File: config.mk
export PLATFORM = sky130hd
export DESIGN_NAME = mem_access_stage_flat
export DESIGN_NICKNAME = d
export VERILOG_FILES = /design/src/rtl/mem_access_stage_pkg.sv /design/src/rtl/mem_access_stage_if.sv /design/src/rtl/mem_access_stage_load_align.sv /design/src/rtl/mem_access_stage.sv /design/src/flat_wrapper.sv
export SDC_FILE = /design/constraint.sdc
export NUM_CORES = 1
export LEC_CHECK = 0
export ABC_CLOCK_PERIOD_IN_PS = 2150
export BUFFER_PORTS_ARGS = -buffer_cell sky130_fd_sc_hd__buf_2
export CAP_MARGIN = 20
export CORE_ASPECT_RATIO = 1.4
export CORE_MARGIN = 2
export CORE_UTILIZATION = 40
export DETAILED_ROUTE_END_ITERATION = 16
export PLACE_DENSITY = 0.65
export RECOVER_POWER = 50
export SLEW_MARGIN = 20
export SYNTH_ARGS = -nofsm -noshare
export SYNTH_HDL_FRONTEND = slang
export SYNTH_HIERARCHICAL = 1
export SYNTH_SLANG_ARGS = --single-unit
export TNS_END_PERCENT = 10
File: constraint.sdc
create_clock -name clk -period 2.15 [get_ports clk]
set_input_delay 0.215 -clock clk [delete_from_list [all_inputs] [get_ports clk]]
set_output_delay 0.215 -clock clk [all_outputs]
set_load 0.01 [all_outputs]
File: src/rtl/mem_access_stage_pkg.sv
// Shared definitions for the memory stage: op codes, FSM states, op decode helpers.
package mem_access_stage_pkg;

    localparam int MEM_OP_W   = 4;
    localparam int MEM_DATA_W = 32;

    typedef enum logic [MEM_OP_W-1:0] {
        MEM_OP_NONE = 4'd0,
        MEM_OP_LB   = 4'd1,
        MEM_OP_LBU  = 4'd2,
        MEM_OP_LH   = 4'd3,
        MEM_OP_LHU  = 4'd4,
        MEM_OP_LW   = 4'd5,
        MEM_OP_SB   = 4'd6,
        MEM_OP_SH   = 4'd7,
        MEM_OP_SW   = 4'd8
    } mem_op_e;

    typedef enum logic [0:0] {
        ST_IDLE = 1'b0,
        ST_WAIT = 1'b1
    } state_e;

    // Access size in bytes; 0 means the op does not touch memory (incl. codes 9-15).
    function automatic logic [2:0] op_size(input logic [MEM_OP_W-1:0] op);
        case (op)
            MEM_OP_LB, MEM_OP_LBU, MEM_OP_SB: op_size = 3'd1;
            MEM_OP_LH, MEM_OP_LHU, MEM_OP_SH: op_size = 3'd2;
            MEM_OP_LW, MEM_OP_SW:             op_size = 3'd4;
            default:                          op_size = 3'd0;
        endcase
    endfunction

    function automatic logic is_store(input logic [MEM_OP_W-1:0] op);
        return (op == MEM_OP_SB) || (op == MEM_OP_SH) || (op == MEM_OP_SW);
    endfunction

    function automatic logic is_misaligned(input logic [MEM_OP_W-1:0] op, input logic [1:0] off);
        logic [2:0] sz;
        sz = op_size(op);
        return ((sz == 3'd2) && off[0]) || ((sz == 3'd4) && (off != 2'b00));
    endfunction

endpackage

File: src/rtl/mem_access_stage_if.sv
// Data-memory request/acknowledge bus between the memory stage and the data memory.
interface mem_access_stage_if;
    import mem_access_stage_pkg::*;

    logic                  dmem_req;
    logic                  dmem_we;
    logic [MEM_DATA_W-1:0] dmem_addr;
    logic [3:0]            dmem_be;
    logic [MEM_DATA_W-1:0] dmem_wdata;
    logic                  dmem_ack;
    logic [MEM_DATA_W-1:0] dmem_rdata;

    modport master (
        output dmem_req, dmem_we, dmem_addr, dmem_be, dmem_wdata,
        input  dmem_ack, dmem_rdata
    );

    modport slave (
        input  dmem_req, dmem_we, dmem_addr, dmem_be, dmem_wdata,
        output dmem_ack, dmem_rdata
    );

endinterface

File: src/rtl/mem_access_stage_load_align.sv
// Picks the addressed byte/half out of a read word and extends it to 32 bits.
module mem_access_stage_load_align
    import mem_access_stage_pkg::*;
(
    input  logic [MEM_OP_W-1:0]   op,
    input  logic [1:0]            off,
    input  logic [MEM_DATA_W-1:0] rdata,
    output logic [MEM_DATA_W-1:0] data
);

    logic [7:0]  byte_v;
    logic [15:0] half_v;

    // Lane select followed by sign/zero extension; non-load ops yield 0.
    always_comb begin
        byte_v = rdata[{off, 3'b000} +: 8];
        half_v = rdata[{off[1], 4'b0000} +: 16];
        data   = '0;
        case (op)
            MEM_OP_LB:  data = {{24{byte_v[7]}}, byte_v};
            MEM_OP_LBU: data = {24'd0, byte_v};
            MEM_OP_LH:  data = {{16{half_v[15]}}, half_v};
            MEM_OP_LHU: data = {16'd0, half_v};
            MEM_OP_LW:  data = rdata;
            default:    data = '0;
        endcase
    end

endmodule

File: src/rtl/mem_access_stage.sv
// Memory stage: issues loads/stores on the dmem bus, formats results for writeback.
//
// state   | meaning
// --------+---------------------------------------------------------------
// IDLE    | ready for an op; NONE and misaligned ops complete from here
// WAIT    | request outstanding on dmem, held until dmem_ack
module mem_access_stage
    import mem_access_stage_pkg::*;
#(
    parameter int DATA_W = MEM_DATA_W
) (
    input  logic                clk,
    input  logic                rst,
    input  logic                in_valid,
    output logic                in_ready,
    input  logic [MEM_OP_W-1:0] in_mem_op,
    input  logic [DATA_W-1:0]   in_alu_out,
    input  logic [DATA_W-1:0]   in_store_data,
    mem_access_stage_if.master  dmem,
    output logic                out_valid,
    output logic [DATA_W-1:0]   out_data,
    output logic                out_addr_err,
    output logic [DATA_W-1:0]   out_bad_addr
);

    state_e              state_q, state_d;
    logic [MEM_OP_W-1:0] op_q, op_d;
    logic [1:0]          off_q, off_d;
    logic                req_q, req_d;
    logic                we_q, we_d;
    logic [DATA_W-1:0]   addr_q, addr_d;
    logic [3:0]          be_q, be_d;
    logic [DATA_W-1:0]   wdata_q, wdata_d;
    logic                out_valid_q, out_valid_d;
    logic [DATA_W-1:0]   out_data_q, out_data_d;
    logic                out_err_q, out_err_d;
    logic [DATA_W-1:0]   out_bad_q, out_bad_d;
    logic [DATA_W-1:0]   load_data;

    mem_access_stage_load_align u_load_align (
        .op    (op_q),
        .off   (off_q),
        .rdata (dmem.dmem_rdata),
        .data  (load_data)
    );

    assign in_ready        = (state_q == ST_IDLE);
    assign dmem.dmem_req   = req_q;
    assign dmem.dmem_we    = we_q;
    assign dmem.dmem_addr  = addr_q;
    assign dmem.dmem_be    = be_q;
    assign dmem.dmem_wdata = wdata_q;
    assign out_valid       = out_valid_q;
    assign out_data        = out_data_q;
    assign out_addr_err    = out_err_q;
    assign out_bad_addr    = out_bad_q;

    // State and output registers; synchronous reset abandons any outstanding request.
    always_ff @(posedge clk) begin
        if (rst) begin
            state_q     <= ST_IDLE;
            op_q        <= '0;
            off_q       <= '0;
            req_q       <= 1'b0;
            we_q        <= 1'b0;
            addr_q      <= '0;
            be_q        <= '0;
            wdata_q     <= '0;
            out_valid_q <= 1'b0;
            out_data_q  <= '0;
            out_err_q   <= 1'b0;
            out_bad_q   <= '0;
        end else begin
            state_q     <= state_d;
            op_q        <= op_d;
            off_q       <= off_d;
            req_q       <= req_d;
            we_q        <= we_d;
            addr_q      <= addr_d;
            be_q        <= be_d;
            wdata_q     <= wdata_d;
            out_valid_q <= out_valid_d;
            out_data_q  <= out_data_d;
            out_err_q   <= out_err_d;
            out_bad_q   <= out_bad_d;
        end
    end

    // Next-state and next-output decode; bus fields and result values hold unless updated.
    always_comb begin
        state_d     = state_q;
        op_d        = op_q;
        off_d       = off_q;
        req_d       = req_q;
        we_d        = we_q;
        addr_d      = addr_q;
        be_d        = be_q;
        wdata_d     = wdata_q;
        out_valid_d = 1'b0;
        out_data_d  = out_data_q;
        out_err_d   = 1'b0;
        out_bad_d   = out_bad_q;
        case (state_q)
            ST_IDLE: begin
                if (in_valid) begin
                    if (op_size(in_mem_op) == 3'd0) begin
                        out_valid_d = 1'b1;
                        out_data_d  = in_alu_out;
                    end else if (is_misaligned(in_mem_op, in_alu_out[1:0])) begin
                        out_valid_d = 1'b1;
                        out_err_d   = 1'b1;
                        out_bad_d   = in_alu_out;
                        out_data_d  = '0;
                    end else begin
                        op_d    = in_mem_op;
                        off_d   = in_alu_out[1:0];
                        req_d   = 1'b1;
                        we_d    = is_store(in_mem_op);
                        addr_d  = {in_alu_out[DATA_W-1:2], 2'b00};
                        state_d = ST_WAIT;
                        case (in_mem_op)
                            MEM_OP_SB: begin
                                be_d    = 4'b0001 << in_alu_out[1:0];
                                wdata_d = {4{in_store_data[7:0]}};
                            end
                            MEM_OP_SH: begin
                                be_d    = in_alu_out[1] ? 4'b1100 : 4'b0011;
                                wdata_d = {2{in_store_data[15:0]}};
                            end
                            MEM_OP_SW: begin
                                be_d    = 4'b1111;
                                wdata_d = in_store_data;
                            end
                            default: begin
                                be_d    = 4'b1111;
                                wdata_d = '0;
                            end
                        endcase
                    end
                end
            end
            ST_WAIT: begin
                if (dmem.dmem_ack) begin
                    req_d       = 1'b0;
                    out_valid_d = 1'b1;
                    out_data_d  = we_q ? '0 : load_data;
                    state_d     = ST_IDLE;
                end
            end
            default: state_d = ST_IDLE;
        endcase
    end

endmodule

File: src/flat_wrapper.sv
// flat-port wrapper written by rule: the top's interface ports become plain ports
module mem_access_stage_flat import mem_access_stage_pkg::*;
#(
    parameter int DATA_W = MEM_DATA_W
)
  (clk, rst, in_valid, in_ready, in_mem_op, in_alu_out, in_store_data, out_valid, out_data, out_addr_err, out_bad_addr, dmem_dmem_req, dmem_dmem_we, dmem_dmem_addr, dmem_dmem_be, dmem_dmem_wdata, dmem_dmem_ack, dmem_dmem_rdata);
  mem_access_stage_if dmem_i ();
  input  logic clk;
  input  logic rst;
  input  logic in_valid;
  output logic in_ready;
  input  logic [MEM_OP_W-1:0] in_mem_op;
  input  logic [DATA_W-1:0] in_alu_out;
  input  logic [DATA_W-1:0] in_store_data;
  output logic out_valid;
  output logic [DATA_W-1:0] out_data;
  output logic out_addr_err;
  output logic [DATA_W-1:0] out_bad_addr;
  output wire logic [$bits(dmem_i.dmem_req)-1:0] dmem_dmem_req;
  output wire logic [$bits(dmem_i.dmem_we)-1:0] dmem_dmem_we;
  output wire logic [$bits(dmem_i.dmem_addr)-1:0] dmem_dmem_addr;
  output wire logic [$bits(dmem_i.dmem_be)-1:0] dmem_dmem_be;
  output wire logic [$bits(dmem_i.dmem_wdata)-1:0] dmem_dmem_wdata;
  input wire logic [$bits(dmem_i.dmem_ack)-1:0] dmem_dmem_ack;
  input wire logic [$bits(dmem_i.dmem_rdata)-1:0] dmem_dmem_rdata;
  assign dmem_dmem_req = dmem_i.dmem_req;
  assign dmem_dmem_we = dmem_i.dmem_we;
  assign dmem_dmem_addr = dmem_i.dmem_addr;
  assign dmem_dmem_be = dmem_i.dmem_be;
  assign dmem_dmem_wdata = dmem_i.dmem_wdata;
  assign dmem_i.dmem_ack = dmem_dmem_ack;
  assign dmem_i.dmem_rdata = dmem_dmem_rdata;
  mem_access_stage #(.DATA_W(DATA_W)) u_core (.clk(clk), .rst(rst), .in_valid(in_valid), .in_ready(in_ready), .in_mem_op(in_mem_op), .in_alu_out(in_alu_out), .in_store_data(in_store_data), .dmem(dmem_i), .out_valid(out_valid), .out_data(out_data), .out_addr_err(out_addr_err), .out_bad_addr(out_bad_addr));
endmodule
== After elaboration in Yosys (flattened, before gate mapping) ==
Memories as Yosys holds them, arrays and structs flattened.
Cells that the tools add are included.
Widths: inputs -> output; s select.
Word-level totals
  register bits after elaboration: 141
  bits in latches: 0
  RAM bits: 0
  bits in read-only memories: 96
  output and inout port bits: 137
  word-level logic and storage cells: 78
  memories kept: 2
Memory list
  (name not given): words 16, width 3, rd ports 1, clocked after memory_dff 0, write ports 0, line mem_access_stage_pkg.sv:26  | case (op)
  (name not given): words 16, width 3, rd ports 1, clocked after memory_dff 0, write ports 0, line mem_access_stage_pkg.sv:26
Cells by class
  $add $sub $neg: 0
  multiply operators: 0
  divide/modulo/power cells: 0
  order comparisons: 0
  equality and inequality tests: 15
  shift operators: 3
  mux-type cells: 30
  bitwise gates (word level): 4
  reduce and logical (&&, ||, !) cells: 12
Operators with widths (number)
  $mux 32: 5
  $pmux 32 s5: 1
  $pmux 32 s3: 1
  $pmux 32 s2: 1
  $shiftx 32x6->16: 1
  $shiftx 32x6->8: 1
  $eq 4x3->1 const B: 4
  $mux 3: 5
  $mux 1: 12
  $reduce_and 4->1: 3
  $eq 4x2->1 const B: 2
  $ne 2x2->1 const B: 4
  $pmux 4 s2: 1
  $pmux 1 s2: 3
  $eq 4x1->1 const B: 1
  $eq 4x4->1 const B: 1
  $mux 4: 1
  $not 1->1: 4
  $reduce_or 4->1: 1
  $shl 1x2->4 const A: 1
  $eq 3x2->1 const B: 1
  $eq 3x3->1 const B: 1
  $logic_not 3->1: 1
  $logic_or 1x1->1: 3
  other kinds (4): 5

== Longest topological paths before layout ==
An unclocked memory read counts as a cell.
  word-level depth: 14
  mapped depth: 10
  gate-level depth less buffers: 7

== Modules after synthesis ==
Netlist, hierarchy kept.
By module, submodules not included
  mem_access_stage: instances 1, cells an instance 622, area an instance 6283.5 sq um, sequential area each 2822.7 sq um
  mem_access_stage_load_align: instances 1, cells an instance 113, area an instance 748.2 sq um, sequential area each 0.0 sq um

== Worst setup path after synthesis ==
Ideal clock, no wire load.
  path kind: in2reg
  from: input in_mem_op[0]
  to: register u_core.out_data_q[0] (netlist: u_core/out_data[0])
  library setup time: 0.072 ns
  arrival: 1.893 ns
  path slack: 0.185 ns
  cell stages on the path: 9
  path buffers: 2
  cell sequence: inv_1 -> ha_1 -> nand2b_1 -> a21oi_2 -> o31ai_2 -> buf_6 -> a311oi_4 -> buf_6 -> o2bb2ai_2
Between the ends
  word-level cells in the longest chain between the ends: 9
  elaborated cells between the ends (all ways): 18
Ends and longest elaborated chain
  start: declaration: line flat_wrapper.sv:12  | input logic [MEM_OP_W-1:0] in_mem_op;
  $mem_v2 16x3
  $mux 3: line mem_access_stage.sv:106  | if (op_size(in_mem_op) == 3'd0) begin
  $mux 3: line mem_access_stage.sv:105  | if (in_valid) begin
  $mux 3: line mem_access_stage.sv:103  | case (state_q)
  $eq 3x2->1 or $eq 3x3->1 (tied branches): line mem_access_stage_pkg.sv:41  | return ((sz == 3'd2) && off[0]) || ((sz == 3'd4) && (off != 2'b00));
  $logic_and 1x1->1: line mem_access_stage_pkg.sv:41
  $logic_or 1x1->1: line mem_access_stage_pkg.sv:41
  $ne 3x1->1 (no source line)
  $reduce_and 3->1 (no source line)
  end signal: assignment: line mem_access_stage.sv:83  | out_data_q <= out_data_d;
  end: declaration: line mem_access_stage.sv:35  | logic [DATA_W-1:0] out_data_q, out_data_d;
Several ways; a longest one is shown, not always the timed one. The select of a mux whose other input is x is not followed.
A chain may end at the register's enable or synchronous reset.

== Worst setup path in the final report ==
  from: register u_core.op_q[1]
  to: register u_core.out_data_q[16] (netlist: u_core/out_data[16])
Between the ends
  word-level cells in the longest chain between the ends: 5
  elaborated cells between the ends (all ways): 9
Ends and longest elaborated chain
  start: declaration: line mem_access_stage.sv:27  | logic [MEM_OP_W-1:0] op_q, op_d;
  start signal: assignment: line mem_access_stage.sv:75  | op_q <= op_d;
  $eq 4x3->1, or another cell as far along: line mem_access_stage_load_align.sv:19  | case (op)
  $pmux 32 s5 *: line mem_access_stage_load_align.sv:19
  via u_core.load_data[16]: line mem_access_stage.sv:38  | logic [DATA_W-1:0] load_data;
  $mux 32 *: line mem_access_stage.sv:146  | out_data_d = we_q ? '0 : load_data;
  $mux 32 *: line mem_access_stage.sv:143  | if (dmem.dmem_ack) begin
  $pmux 32 s2 *: line mem_access_stage.sv:103
Mark *: on every way through the listed nets, which the timed path passes. The rest lies on a longest branch. The select of a mux whose other input is x is not followed.

==> reports/qor.txt <==
Crit start category = flop
Num CTS Buffers = 17
Yosys Warn Count = 6
Die ar. = 0.0187 sq mm
Post-CTS Resized = 0
IO Pins = 241
Leakage = 3.76 nW
Post-Route WL = 21.9 mm
Worst hold path class = input port to flop
Met2 usage = 40.7%
I/O Buffers = 238
Main combinational cell family by area after synthesis = compound AO/OA/AOI/OAI gates
Clock Latency Late Sink = 0.41 ns
Finish-stage setup viols = 0
Filler instances = 1723
Total number of vias = 6377
Final WS setup = 0.153 ns
Fin cells = 1227
Final antenna-violating net count = 0
Switching part of the total = 28.3%
Worst vdd ir = 0.371 mV
#FFs+latches synth = 141
Pwr Density = 745 mW/mm^2
Compound-Gate Fraction of Synth Area = 23.3%
Register area = 0.00282 sq mm
Ys async rst share = 0%
MaxCap Viol Count = 0
Hold Crit Endpoint = u_core/out_bad_addr[8]
P_sw = 1.92 mW
Net count, final = 1085
Register share of total power = 41.7%
Row count = 57
Crit end category = flop
Starting DRT DRC Count = 473
Final cycle utilization of the critical path = 92.9%
Synth Area in Adders = 0.712%
R2r worst-path depth = 7
Initial antenna violation count = 1
Largest net degree at the start of global routing = 67
Critical Path AT = 2.29 ns
Sequential element share of the synthesized area = 40.1%
Actual slew at the worst max-slew pin = 0.664 ns
Simple-Gate Fraction of Synth Area = 14.2%
Initial Util = 40.7%
Clock sinks = 141
Post-synth EDFFs = 0
# DRC = 0
Clock root cell = clkbuf_16
Main synth FF type = dfxtp_1
Router iterations before antenna repair = 5
Met1 GRT Util = 27.2%
Mean Syn Cell Area = 9.57 sq um
Max clock buf depth = 2
Slew Limit Fails = 0
Total power = 6.78 mW
R2r endpoint = u_core/out_data[16]
Detail Placement HPWL = 16.1 mm
Int Pwr = 4.86 mW
Die width = 116 um
CP Class = flop to flop
Drt wl/cell = 17.8 um
Core ar. = 0.0173 sq mm
Combinational share of power = 16.3%
Final Core Density = 52.8%
RSZ-0062 raised after global routing = no
Vias per cell = 5.20
Placer Congestion = 0.835
Mux contribution to synthesized area = 15.4%
Rel. slew slack = 55.6%
Clock share of power = 42.0%
Gr usage total = 23.2%
CTS tree = yes
TNS Setup = 0 ns
Die H = 161 um
Post-synthesis xor/xnor area fraction = 0.125%
Remaining Overflow, GRT = 0
CTS H-tree lvls = 4
First-pass GRT wire length = 33.9 mm
Setup slack, reg-to-reg = 0.15 ns
Post-Route Skew = 0.00786 ns
Reg clk slew, reported paths = 0.06 ns
Max Clock Freq = 501 MHz
Critical hold path startpoint = in_alu_out[8]
Vias in the first global route = 6380
Met3 usage = 5.77%
Cell Area, Synth = 0.00703 sq mm
Synth unique cells = 56
Cells after DPL = 1191
Hold Path Depth = 3
Worst EP required = 2.45 ns
Hold Vio Cnt, Final = 0
Area growth from synthesis to layout = 29.5%
Top Usage Layer GRT = met2
Share of cells above drive strength 1 = 24.0%
Area occupied by multi-input gates = 0.00382 sq mm
Pre-CTS WS = -0.196 ns
Status = complete, no violations
Worst reg2reg path startpoint = u_core/op_q[1]
Final min period = 2.00 ns
Syn Inst Count = 735
Critical path peak fanout = 12
[routing by layer]
metal	wire length [um]	share of wire (%)
met2	11200	51
met1	8920	41
met4	446	2.0
met3	1270	5.8
met5	0	0
[power groups by stage]
| stage | Combinational, mW | Clock (mW) | Sequential (mW) |
|---|---|---|---|
| floorplan | 0.603 | 0 | 2.93 |
| global placement | 1.12 | 0 | 2.88 |
| detailed placement | 1.14 | 0 | 2.88 |
| CTS | 1.14 | 2.91 | 2.83 |
| global route | 1.20 | 3.02 | 2.85 |
| finish | 1.11 | 2.85 | 2.83 |
[through the flow]
stage          hold slack [ns]  instance area, sq um
2_1_floorplan            0.354                  7040
3_3_place_gp             0.440                  8690
4_1_cts                 0.0767                  9260
3_5_place_dp             0.444                  8690
6_report                0.0962                  9110
5_1_grt                 0.0843                  9110
[critical path, cell delays in order, from the launching register on]
cell,delay [ns]
dfxtp_1,0.41
or4_1,0.54
and3_1,0.23
o221ai_4,0.08
buf_4,0.23
nand2_1,0.07
a22oi_1,0.23
o2bb2ai_2,0.09
[cells by family after synthesis]
logic type | Yosys count
buf+inv | 80
compound gates | 178
fa+ha+maj | 4
xor+xnor | 1
flops | 141
other cells | 1
mux | 105
simple gates | 225
[registers in the layout, indices dropped and copies added, names as in the netlist]
name	count
u_core/out_data	32
u_core/off_q	2
u_core/dmem.dmem_req	1
u_core/dmem.dmem_we	1
u_core/state_q	1
u_core/out_valid	1
u_core/out_addr_err	1
u_core/dmem.dmem_addr	30
u_core/dmem.dmem_be	4
u_core/dmem.dmem_wdata	32
u_core/out_bad_addr	32
u_core/op_q	4
[placed cells by master (no fill, tap or decap), types with 3 or more instances in the layout]
cell type and count:
nor2b_1 21, o21ai_0 8, a211o_1 6, buf_4 44, o2bb2ai_2 30, nand2b_1 14, dfxtp_1 141, clkinvlp_4 3
nor2_1 5, a21oi_1 18, buf_2 104, clkbuf_16 17, nand2_1 164, a31o_1 16, inv_1 8, nand3_1 3
a2111oi_0 17, mux2i_1 89, o221ai_1 7, buf_12 10, clkinv_2 3, and2_1 3, mux2_1 13, clkbuf_1 135
ha_1 4, a22oi_1 57, inv_6 3
[cells in the mapped netlist (2+ instances only)]
cell | instances | area (sq um)
a2111oi_0 | 17 | 149
a211o_1 | 6 | 52.6
a21oi_1 | 18 | 90.1
a221o_1 | 2 | 20.0
a22oi_1 | 57 | 428
a31o_1 | 16 | 140
and2_1 | 3 | 18.8
and3b_1 | 2 | 17.5
buf_1 | 2 | 7.51
buf_2 | 13 | 65.1
buf_4 | 13 | 97.6
buf_6 | 7 | 78.8
clkbuf_1 | 34 | 128
dfxtp_1 | 141 | 2820
ha_1 | 4 | 50.1
inv_1 | 9 | 33.8
mux2_1 | 13 | 146
mux2_2 | 2 | 22.5
mux2i_1 | 89 | 891
nand2_1 | 164 | 616
nand2b_1 | 14 | 87.6
nand3_1 | 3 | 15.0
nand3b_1 | 2 | 15.0
nor2_1 | 6 | 22.5
nor2b_1 | 21 | 131
nor3_1 | 2 | 10.0
o21a_1 | 2 | 15.0
o21ai_0 | 8 | 40.0
o221ai_1 | 7 | 61.3
o2bb2ai_1 | 2 | 17.5
o2bb2ai_2 | 30 | 450
o31ai_2 | 2 | 25.0
[cell type report]
| cell class | instances | share of cell area (%) |
|---|---|---|
| timing repair buffer | 292 | 17.1 |
| tap | 236 | 3.24 |
| sequential | 141 | 31.0 |
| clock buffer | 20 | 5.01 |
| inverter | 10 | 0.440 |
| clock inverter | 12 | 1.22 |
| multi-input combinational | 515 | 42.0 |
| antenna | 1 | 0.0275 |
[how the worst max path moves through the flow]
stage                         startpoint                    endpoint  slack, ns  depth (start not counted)
after CTS                 u_core/state_q         u_core/out_data[24]       0.11                          5
after floorplan             in_mem_op[0]          u_core/out_data[0]       0.18                          9
after detailed placement    in_mem_op[0]  u_core/dmem.dmem_wdata[13]      -0.20                         10
after global placement      in_mem_op[0]  u_core/dmem.dmem_wdata[13]      -0.22                         10
final                     u_core/op_q[1]         u_core/out_data[16]       0.15                          7
after global routing      u_core/op_q[0]          u_core/out_data[2]       0.02                          6
[timing repair]
item,CTS,global route
setup endpoints to repair,0,2
hold buffers,0,0
hold endpoints to repair,0,0
setup buffers,0,3
Note: power is estimated with default switching activity, not from simulation.
